File: src/rtl/spi_slave_if_if.sv
// Bundles the SPI pins and the RAM-side word/byte handshake of the SPI slave front-end.
// The slave modport is the front-end's view; the master modport is the SPI host/RAM side.
interface spi_slave_if_if #(
    parameter int DATA_W = 8
);
    logic                SS_n;
    logic                MOSI;
    logic                MISO;
    logic [DATA_W+1:0]   rx_data;
    logic                rx_valid;
    logic [DATA_W-1:0]   tx_data;
    logic                tx_valid;

    modport slave (
        input  SS_n,
        input  MOSI,
        input  tx_data,
        input  tx_valid,
        output MISO,
        output rx_data,
        output rx_valid
    );

    modport master (
        output SS_n,
        output MOSI,
        output tx_data,
        output tx_valid,
        input  MISO,
        input  rx_data,
        input  rx_valid
    );
endinterface

File: src/rtl/spi_slave_if.sv
// SPI slave front-end (mode 0, MSB first, clk is SCK): turns MOSI frames into {cmd, payload}
// words for the RAM and shifts the returned read byte out on MISO.
//
// state     | meaning
// ----------+-----------------------------------------------------------------
// IDLE      | waiting for SS_n low
// CHK_CMD   | sampling the first frame bit, which picks the framing below
// WRITE     | shifting a write-address/write-data word, then holding
// READ_ADD  | shifting a read-address word, then holding
// READ_DATA | shifting a read-data word, then awaiting tx_valid and sending the byte
module spi_slave_if #(
    parameter int DATA_W = 8
) (
    input  logic          clk,
    input  logic          rst_n,
    spi_slave_if_if.slave bus
);
    localparam int W     = DATA_W + 2;
    localparam int CNT_W = $clog2(DATA_W + 1);

    localparam logic [CNT_W-1:0] LAST_BIT = CNT_W'(DATA_W);
    localparam logic [CNT_W-1:0] CNT_ONE  = CNT_W'(1);

    localparam logic [2:0] IDLE      = 3'd0;
    localparam logic [2:0] CHK_CMD   = 3'd1;
    localparam logic [2:0] WRITE     = 3'd2;
    localparam logic [2:0] READ_ADD  = 3'd3;
    localparam logic [2:0] READ_DATA = 3'd4;

    logic [2:0]        state_q,        state_d;
    logic [CNT_W-1:0]  bit_cnt_q,      bit_cnt_d;
    logic [W-2:0]      rx_shift_q,     rx_shift_d;
    logic [W-1:0]      rx_data_q,      rx_data_d;
    logic              rx_valid_q,     rx_valid_d;
    logic              rd_addr_seen_q, rd_addr_seen_d;
    logic              word_done_q,    word_done_d;
    logic [DATA_W-1:0] tx_shift_q,     tx_shift_d;
    logic [CNT_W-1:0]  tx_cnt_q,       tx_cnt_d;
    logic              tx_taken_q,     tx_taken_d;
    logic              miso_q,         miso_d;

    assign bus.MISO     = miso_q;
    assign bus.rx_data  = rx_data_q;
    assign bus.rx_valid = rx_valid_q;

    always_comb begin
        state_d        = state_q;
        bit_cnt_d      = bit_cnt_q;
        rx_shift_d     = rx_shift_q;
        rx_data_d      = rx_data_q;
        rx_valid_d     = 1'b0;
        rd_addr_seen_d = rd_addr_seen_q;
        word_done_d    = word_done_q;
        tx_shift_d     = tx_shift_q;
        tx_cnt_d       = tx_cnt_q;
        tx_taken_d     = tx_taken_q;
        miso_d         = 1'b0;

        if (bus.SS_n && (state_q != IDLE)) begin
            // Abort: partial rx word and any partially sent tx byte are dropped.
            state_d     = IDLE;
            bit_cnt_d   = '0;
            rx_shift_d  = '0;
            word_done_d = 1'b0;
            tx_shift_d  = '0;
            tx_cnt_d    = '0;
            tx_taken_d  = 1'b0;
        end else begin
            case (state_q)
                IDLE: begin
                    bit_cnt_d   = '0;
                    rx_shift_d  = '0;
                    word_done_d = 1'b0;
                    tx_shift_d  = '0;
                    tx_cnt_d    = '0;
                    tx_taken_d  = 1'b0;
                    if (!bus.SS_n) begin
                        state_d = CHK_CMD;
                    end
                end
                CHK_CMD: begin
                    rx_shift_d = {rx_shift_q[W-3:0], bus.MOSI};
                    bit_cnt_d  = '0;
                    if (!bus.MOSI) begin
                        state_d = WRITE;
                    end else if (rd_addr_seen_q) begin
                        state_d = READ_DATA;
                    end else begin
                        state_d = READ_ADD;
                    end
                end
                WRITE, READ_ADD, READ_DATA: begin
                    if (!word_done_q) begin
                        if (bit_cnt_q == LAST_BIT) begin
                            rx_data_d   = {rx_shift_q, bus.MOSI};
                            rx_valid_d  = 1'b1;
                            word_done_d = 1'b1;
                            bit_cnt_d   = '0;
                            if (state_q == READ_ADD) begin
                                rd_addr_seen_d = 1'b1;
                            end else if (state_q == READ_DATA) begin
                                rd_addr_seen_d = 1'b0;
                            end
                        end else begin
                            rx_shift_d = {rx_shift_q[W-3:0], bus.MOSI};
                            bit_cnt_d  = bit_cnt_q + CNT_ONE;
                        end
                    end else if (state_q == READ_DATA) begin
                        // One byte per frame: once taken, later tx_valid pulses are ignored.
                        if (tx_cnt_q != '0) begin
                            miso_d     = tx_shift_q[DATA_W-1];
                            tx_shift_d = {tx_shift_q[DATA_W-2:0], 1'b0};
                            tx_cnt_d   = tx_cnt_q - CNT_ONE;
                        end else if (!tx_taken_q && bus.tx_valid) begin
                            tx_shift_d = bus.tx_data;
                            tx_cnt_d   = LAST_BIT;
                            tx_taken_d = 1'b1;
                        end
                    end
                end
                default: begin
                    state_d = IDLE;
                end
            endcase
        end
    end

    always_ff @(posedge clk or negedge rst_n) begin
        if (!rst_n) begin
            state_q        <= IDLE;
            bit_cnt_q      <= '0;
            rx_shift_q     <= '0;
            rx_data_q      <= '0;
            rx_valid_q     <= 1'b0;
            rd_addr_seen_q <= 1'b0;
            word_done_q    <= 1'b0;
            tx_shift_q     <= '0;
            tx_cnt_q       <= '0;
            tx_taken_q     <= 1'b0;
            miso_q         <= 1'b0;
        end else begin
            state_q        <= state_d;
            bit_cnt_q      <= bit_cnt_d;
            rx_shift_q     <= rx_shift_d;
            rx_data_q      <= rx_data_d;
            rx_valid_q     <= rx_valid_d;
            rd_addr_seen_q <= rd_addr_seen_d;
            word_done_q    <= word_done_d;
            tx_shift_q     <= tx_shift_d;
            tx_cnt_q       <= tx_cnt_d;
            tx_taken_q     <= tx_taken_d;
            miso_q         <= miso_d;
        end
    end
endmodule
File: src/flat_wrapper.sv
// flat-port wrapper written by rule: the top's interface ports become plain ports
module spi_slave_if_flat 
#(
    parameter int DATA_W = 8
)
  (clk, rst_n, bus_SS_n, bus_MOSI, bus_tx_data, bus_tx_valid, bus_MISO, bus_rx_data, bus_rx_valid);
  spi_slave_if_if #(.DATA_W(DATA_W)) bus_i ();
  input  logic clk;
  input  logic rst_n;
  input wire logic [$bits(bus_i.SS_n)-1:0] bus_SS_n;
  input wire logic [$bits(bus_i.MOSI)-1:0] bus_MOSI;
  input wire logic [$bits(bus_i.tx_data)-1:0] bus_tx_data;
  input wire logic [$bits(bus_i.tx_valid)-1:0] bus_tx_valid;
  output wire logic [$bits(bus_i.MISO)-1:0] bus_MISO;
  output wire logic [$bits(bus_i.rx_data)-1:0] bus_rx_data;
  output wire logic [$bits(bus_i.rx_valid)-1:0] bus_rx_valid;
  assign bus_i.SS_n = bus_SS_n;
  assign bus_i.MOSI = bus_MOSI;
  assign bus_i.tx_data = bus_tx_data;
  assign bus_i.tx_valid = bus_tx_valid;
  assign bus_MISO = bus_i.MISO;
  assign bus_rx_data = bus_i.rx_data;
  assign bus_rx_valid = bus_i.rx_valid;
  spi_slave_if #(.DATA_W(DATA_W)) u_core (.clk(clk), .rst_n(rst_n), .bus(bus_i));
endmodule
File: config.mk
export PLATFORM = sky130hd
export DESIGN_NAME = spi_slave_if_flat
export DESIGN_NICKNAME = d
export VERILOG_FILES = /design/src/rtl/spi_slave_if_if.sv /design/src/rtl/spi_slave_if.sv /design/src/flat_wrapper.sv
export SDC_FILE = /design/constraint.sdc
export NUM_CORES = 1
export LEC_CHECK = 0
export CORE_MARGIN = 3
export CORE_UTILIZATION = 48
export DETAILED_ROUTE_END_ITERATION = 10
export GPL_TIMING_DRIVEN = 0
export PLACE_DENSITY = 0.74
export RECOVER_POWER = 100
export REMOVE_ABC_BUFFERS = 1
export SKIP_CTS_REPAIR_TIMING = 1
export SYNTH_ARGS = -nofsm -noshare
export SYNTH_HDL_FRONTEND = slang
export SYNTH_SLANG_ARGS = --single-unit
File: constraint.sdc
create_clock -name clk -period 4.1 [get_ports clk]
set_input_delay 0.615 -clock clk [delete_from_list [all_inputs] [get_ports clk]]
set_output_delay 0.615 -clock clk [all_outputs]
set_load 0.05 [all_outputs]
======== Word level (Yosys, flattened, before mapping) ========
Cells that the tools add are included.
cells by class
  $add $sub $neg .......................... 2
  equal/unequal tests ..................... 14
  muxes and demuxes ....................... 45
  bitwise operators ....................... 2
  reductions and logical operators ........ 19
operator list
  kind                                                    number
  2-to-1 mux 8 bit                                        5
  2-to-1 mux 4 bit                                        8
  2-to-1 mux 9 bit                                        3
  one-hot mux 9 bit (3 select lines)                      1
  2-to-1 mux 1 bit                                        18
  one-hot mux 4 bit (2 select lines)                      2
  one-hot mux 8 bit (2 select lines)                      1
  2-to-1 mux 3 bit                                        4
  AND reduction 5 bit                                     2
  inequality test 3 x 1 -> 1 bit (second input constant)  3
  inequality test 3 x 2 -> 1 bit (second input constant)  3
  one-hot mux 3 bit (3 select lines)                      1
  nonzero test 3 bit                                      3
  AND reduction 4 bit                                     2
  nonzero test 4 bit                                      2
  equality test 3 x 2 -> 1 bit (second input constant)    2
  adder 4 x 1 -> 4 bit (second input constant)            1
  equality test 4 bit (second input constant)             1
  inequality test 4 x 1 -> 1 bit (second input constant)  1
  one-hot mux 1 bit (2 select lines)                      2
  AND reduction 2 bit                                     2
  subtractor 4 x 1 -> 4 bit (second input constant)       1
  equality test 3 x 1 -> 1 bit (second input constant)    1
  equality test 3 bit (second input constant)             1
  10 further kinds                                        12
storage, ports and cells
  register bits after elaboration ......... 43
  input bits .............................. 13
  output and inout bits ................... 12
  logic and storage cells ................. 93

======== Longest topological paths before layout ========
  depth in word-level cells ............... 8
  mapped depth ............................ 7
  mapped depth without buffers ............ 7

======== Worst setup path before layout ========
OpenSTA, ideal clock, no wires.
  path kind ............................... input to register
  start ................................... input bus_SS_n
  end ..................................... register u_core.rx_shift_q[0]
  library setup time ...................... 129 ps
  arrival ................................. 1613 ps
  data required time ...................... 3970 ps
  path slack .............................. 2357 ps
  stages .................................. 5
  buffers on the path ..................... 2
  cells stage by stage .................... clkbuf_1 -> nor3_1 -> a21oi_1 -> buf_2 -> mux2i_1
between the ends
  word-level cells in the longest chain between the ends .. 3
  elaborated cells on any way between the ends .. 6
  classes of those cells .................. eq/ne (2); mux (1); reduce/logical (3)
ends and longest elaborated chain
  item                                                           RTL line             RTL
  start: declaration                                             flat_wrapper.sv:10   input wire logic [$bits(bus_i.SS_n)-1:0] bus_SS_n;
  logical AND 1 bit (*)                                          spi_slave_if.sv:59   if (bus.SS_n && (state_q != IDLE)) begin
  inequality test 3 bit (no line), or another cell as far along  --
  AND reduction 3 bit (no line)                                  --
  end signal: assignment                                         spi_slave_if.sv:144  rx_shift_q <= rx_shift_d;
  end: declaration                                               spi_slave_if.sv:32   logic [W-2:0] rx_shift_q, rx_shift_d;
Every way passes the cells marked *; elsewhere a longest branch is shown, timed or not.
A chain may end at the register's enable or synchronous reset.

======== Worst setup path after layout ========
  start ................................... input bus_SS_n
  end ..................................... register u_core.rx_shift_q[5]
The elaborated chain is that of the path after synthesis.

==> summary.md <==
| Metric | Value |
|---|---|
| Cells after DPL | 260 |
| Area grow syn2layout | 15.30% |
| Post-synth ARST share | 1.000 |
| Number of buffers added on ports | 24 |
| Via density per instance | 5.446 |
| Start point of the critical path | bus_SS_n |
| Power per standard cell area | 374.8 nW/um2 |
| Fraction of synthesized cell area taken by the top area cell type | 0.5244 |
| Final count of negative-setup-slack endpoints | 0 |
| Ratio of cells with drive above 1 in the final layout | 0.05069 |
| Final Max Slew Viols | 32 |
| Startpoint class of the critical path | primary input |
| Overall overflow remaining after global route | 0 |
| Clk buf depth | 2 |
| Number of fillers in the final layout | 362 |
| Dominant cells by area after synthesis | sky130_fd_sc_hd__dfrtp_1 (52%), sky130_fd_sc_hd__mux2i_1 (8.3%), sky130_fd_sc_hd__nand2_1 (4.9%), sky130_fd_sc_hd__inv_1 (3.5%), sky130_fd_sc_hd__o2bb2ai_1 (3.4%) |
| Ys Warns | 0 |
| Global-route total usage across every layer | 0.1615 |
| Adder and majority gate portion of the synthesized area | 0.01829 |
| Buffers plus inverters on the worst setup path | 1 |
| TritonCTS buffer count | 5 |
| Routed Antenna Nets | 0 |
| Worst reg2reg path endpoint | u_core.tx_shift_q[2] |
| Chip height | 71.38 um |
| Critical path capture point | u_core.rx_shift_q[5] |
| XOR/XNOR share of the synthesized area | 0 |
| Floorplan die width | 71.38 um |
| Register clock-pin slew on the reported worst setup and hold paths | 0.07 ns |
| First-pass GRT wire length | 6.541 mm |
| 1st-iter DRT viols | 92 |
| Achievable clock frequency | 0.3823 GHz |
| TritonCTS clock tree | yes |
| Worst min-delay path class | primary input to asynchronous set/reset pin |
| Critical path data arrival time | 2.82 ns |
| Part of the Yosys area used for sequential elements | 0.5244 |
| Antenna fix cells | 0 |
| Ranking of synthesized cells by instance count | sky130_fd_sc_hd__dfrtp_1 (43), sky130_fd_sc_hd__nand2_1 (27), sky130_fd_sc_hd__inv_1 (19) |
| Most frequent cell after synthesis | sky130_fd_sc_hd__dfrtp_1 |
| Number of cells on the critical path | 4 |
| Depth of the most critical reg-to-reg path | 6 |
| Instance count of the mapped netlist | 196 |
| Drt first pass iters | 4 |
| Cells along the critical path | dlygate4sd3_1 > nor3_1 > a21oi_1 > mux2i_1 |
| CP Data Required Time | 4.31 ns |
| Slowest stage delay, CP | 0.91 ns |
| Row cnt | 23 |
| Vias in the first global route | 1,460 |
| Final Util | 0.5831 |
| Worst-Skew Late Latency | 0.29 ns |
| Family with the most delay on the worst path | compound AO/OA/AOI/OAI gates |
| Half-perimeter wire length after detailed placement | 2.590 mm |
| Reg-to-reg slack, setup | 1.53 ns |
| Aggregate negative setup slack | 0 ns |
| Total via count in the routed design | 1,454 |
| Count of placed standard cells in the final layout, fillers left out | 267 |
| Final critical-path share of the clock period | 0.6379 |
| Top flip-flop cell by instance count after synthesis | sky130_fd_sc_hd__dfrtp_1 |
| Synth cell types | 40 |
| Pin count of the biggest net entering global routing | 32 |
| Proportion of synthesized area in mux cells | 0.08293 |
| H-tree levels | 2 |
| Worst setup skew after layout | 0.008251 ns |
| Reg-to-Reg Start | u_core.tx_cnt_q[0] |
| Area fraction in compound gates after synthesis | 0.1884 |
| Number of violations of the max-capacitance limit | 1 |
| Post-synthesis cell area | 2052 um2 |
| Placer Congestion | 0.7678 |
| Max_slew headroom | -0.09506 |
| Leakage power | 1.111 nW |
| Final worst-path setup slack | 1.484 ns |
| Antenna violations before repair | 0 |
| Fin crit period | 2.616 ns |
| Post-synthesis sequential element count | 43 |
| Number of failing hold endpoints at the final stage | 0 |
| Initial standard-cell utilization of the core | 0.5057 |
| Status | complete, but fails checks |
| Root cell of the clock tree | sky130_fd_sc_hd__clkbuf_8 |
| Peak VDD IR | 0.2019 mV |
| DR WL/cell | 13.65 um |
| Element type at the critical path end | flip-flop |
| Io pins | 25 |
| Area fraction in and, or, nand and nor cells after synthesis | 0.1152 |
| Transition time of the tightest slew-check pin | 1.643 ns |
| RSZ-0062 raised after global routing | no |
| Core Footprint | 4058 um2 |
| Main combinational cell family by area after synthesis | compound AO/OA/AOI/OAI gates |
| Mean cell area of the mapped netlist | 10.47 um2 |
| # clock sinks | 43 |
| Remaining design rule violation count | 0 |
| Critical path's slowest cell | sky130_fd_sc_hd__a21oi_1 |
| Routed wire length | 3.644 mm |
| Worst Path Class, Setup | primary input to flip-flop |
| Number of flops mapped to enable cells by yosys | 0 |
| Die outline area | 5095 um2 |
| Final-stage net count | 233 |
| Failing checks | max-capacitance violations, max-slew violations |
| Largest driver fanout on the critical path | 11 |
| Worst setup timing slack at the placement stage | 1.243 ns |
| Biggest area consumer among synthesized cells | sky130_fd_sc_hd__dfrtp_1 |
## worst reg2reg max path, delay by kind of cell, from the launching register on
family	cells	cell delay, ns
AO/OA/AOI/OAI	2	0.61
adder cells (fa/ha/maj)	1	0.19
buffers and inverters	1	0.07
flip-flops	1	0.41
AND/OR/NAND/NOR	2	1.18
## layout make-up
cell class              instances  area [um2]  area share
clock buffers                   6       82.58     0.03490
clock inverters                 1       5.005    0.002115
inverters                      20       75.07     0.03173
multi-input cells             122       827.0      0.3496
flip-flops and latches         43        1076      0.4548
well taps                      50       62.56     0.02644
repair buffers                 25       237.7      0.1005
## metal layers
layer,global-route usage,routed length (um),vias to the layer above
li1,-,-,726
met1,0.2113,1794,704
met2,0.2602,1683,18
met3,0.04488,119,6
met4,0.05428,46,0
met5,0,0,-
## worst min path at each step
stage | from | to | slack (ns)
final | rst_n | u_core.bus.rx_data[6] | 0.32
after global routing | rst_n | u_core.bus.rx_data[6] | 0.34
after CTS | rst_n | u_core.bus.rx_data[6] | 0.20
after detailed placement | u_core.bus.rx_data[0] | u_core.bus.rx_data[0] | 0.47
after global placement | u_core.bus.rx_data[2] | u_core.bus.rx_data[2] | 0.47
after floorplan | rst_n | u_core.bit_cnt_q[0] | 0.32
## cell families (layout without fill, tap and decap cells)
family / Yosys count / count (layout)
buf+inv: 31 / 52
compound gates: 52 / 52
mux: 17 / 17
flops: 43 / 43
fa+ha+maj: 3 / 3
simple gates: 50 / 50
## report_power, final
group          internal (mW)  switching [mW]
sequential             0.442          0.0197
combinational         0.0616          0.0967
clock                  0.132           0.134
total                  0.636           0.251
## cells in the final DEF, fill, tap and decap left out, drive strengths merged
cell type / Yosys / final
nor3b: 2 / 2
ha: 3 / 3
a2111o: 1 / 1
dlygate4sd3: 0 / 14
a21o: 3 / 3
o21a: 3 / 3
a31oi: 2 / 2
o21bai: 1 / 1
a31o: 1 / 1
a2111oi: 1 / 1
and3: 2 / 2
o22ai: 1 / 1
o221ai: 1 / 1
mux2i: 17 / 17
nor3: 8 / 8
a32o: 2 / 2
o22a: 1 / 1
clkinv: 1 / 2
clkbuf: 3 / 8
o211ai: 1 / 1
a21oi: 7 / 7
nor2b: 1 / 1
nand3: 1 / 1
a22o: 2 / 2
a211oi: 2 / 2
nand4: 1 / 1
nand3b: 2 / 2
nand2b: 2 / 2
o21ai: 13 / 13
o41ai: 2 / 2
or3b: 1 / 1
dfrtp: 43 / 43
nand2: 27 / 27
inv: 19 / 19
nor2: 3 / 3
o2bb2ai: 8 / 8
clkdlybuf4s50: 0 / 9
## stage by stage
step	total power, mW	area [um2]	hold WS [ns]
after floorplan	0.5782	1982	0.3194
after global placement	0.6304	2285	0.4676
after detailed placement	0.6366	2305	0.4723
after global routing	0.9345	2366	0.3378
after CTS	0.9060	2392	0.2014
final	0.8867	2366	0.3175
## flip-flops by register name (all words and copies together), names as in the netlist
name / flops
u_core.bit_cnt_q: 4
u_core.bus.MISO: 1
u_core.bus.rx_data: 10
u_core.bus.rx_valid: 1
u_core.rd_addr_seen_q: 1
u_core.rx_shift_q: 9
u_core.state_q: 3
u_core.tx_cnt_q: 4
u_core.tx_shift_q: 8
u_core.tx_taken_q: 1
u_core.word_done_q: 1
(Power assumes the default switching activity.)
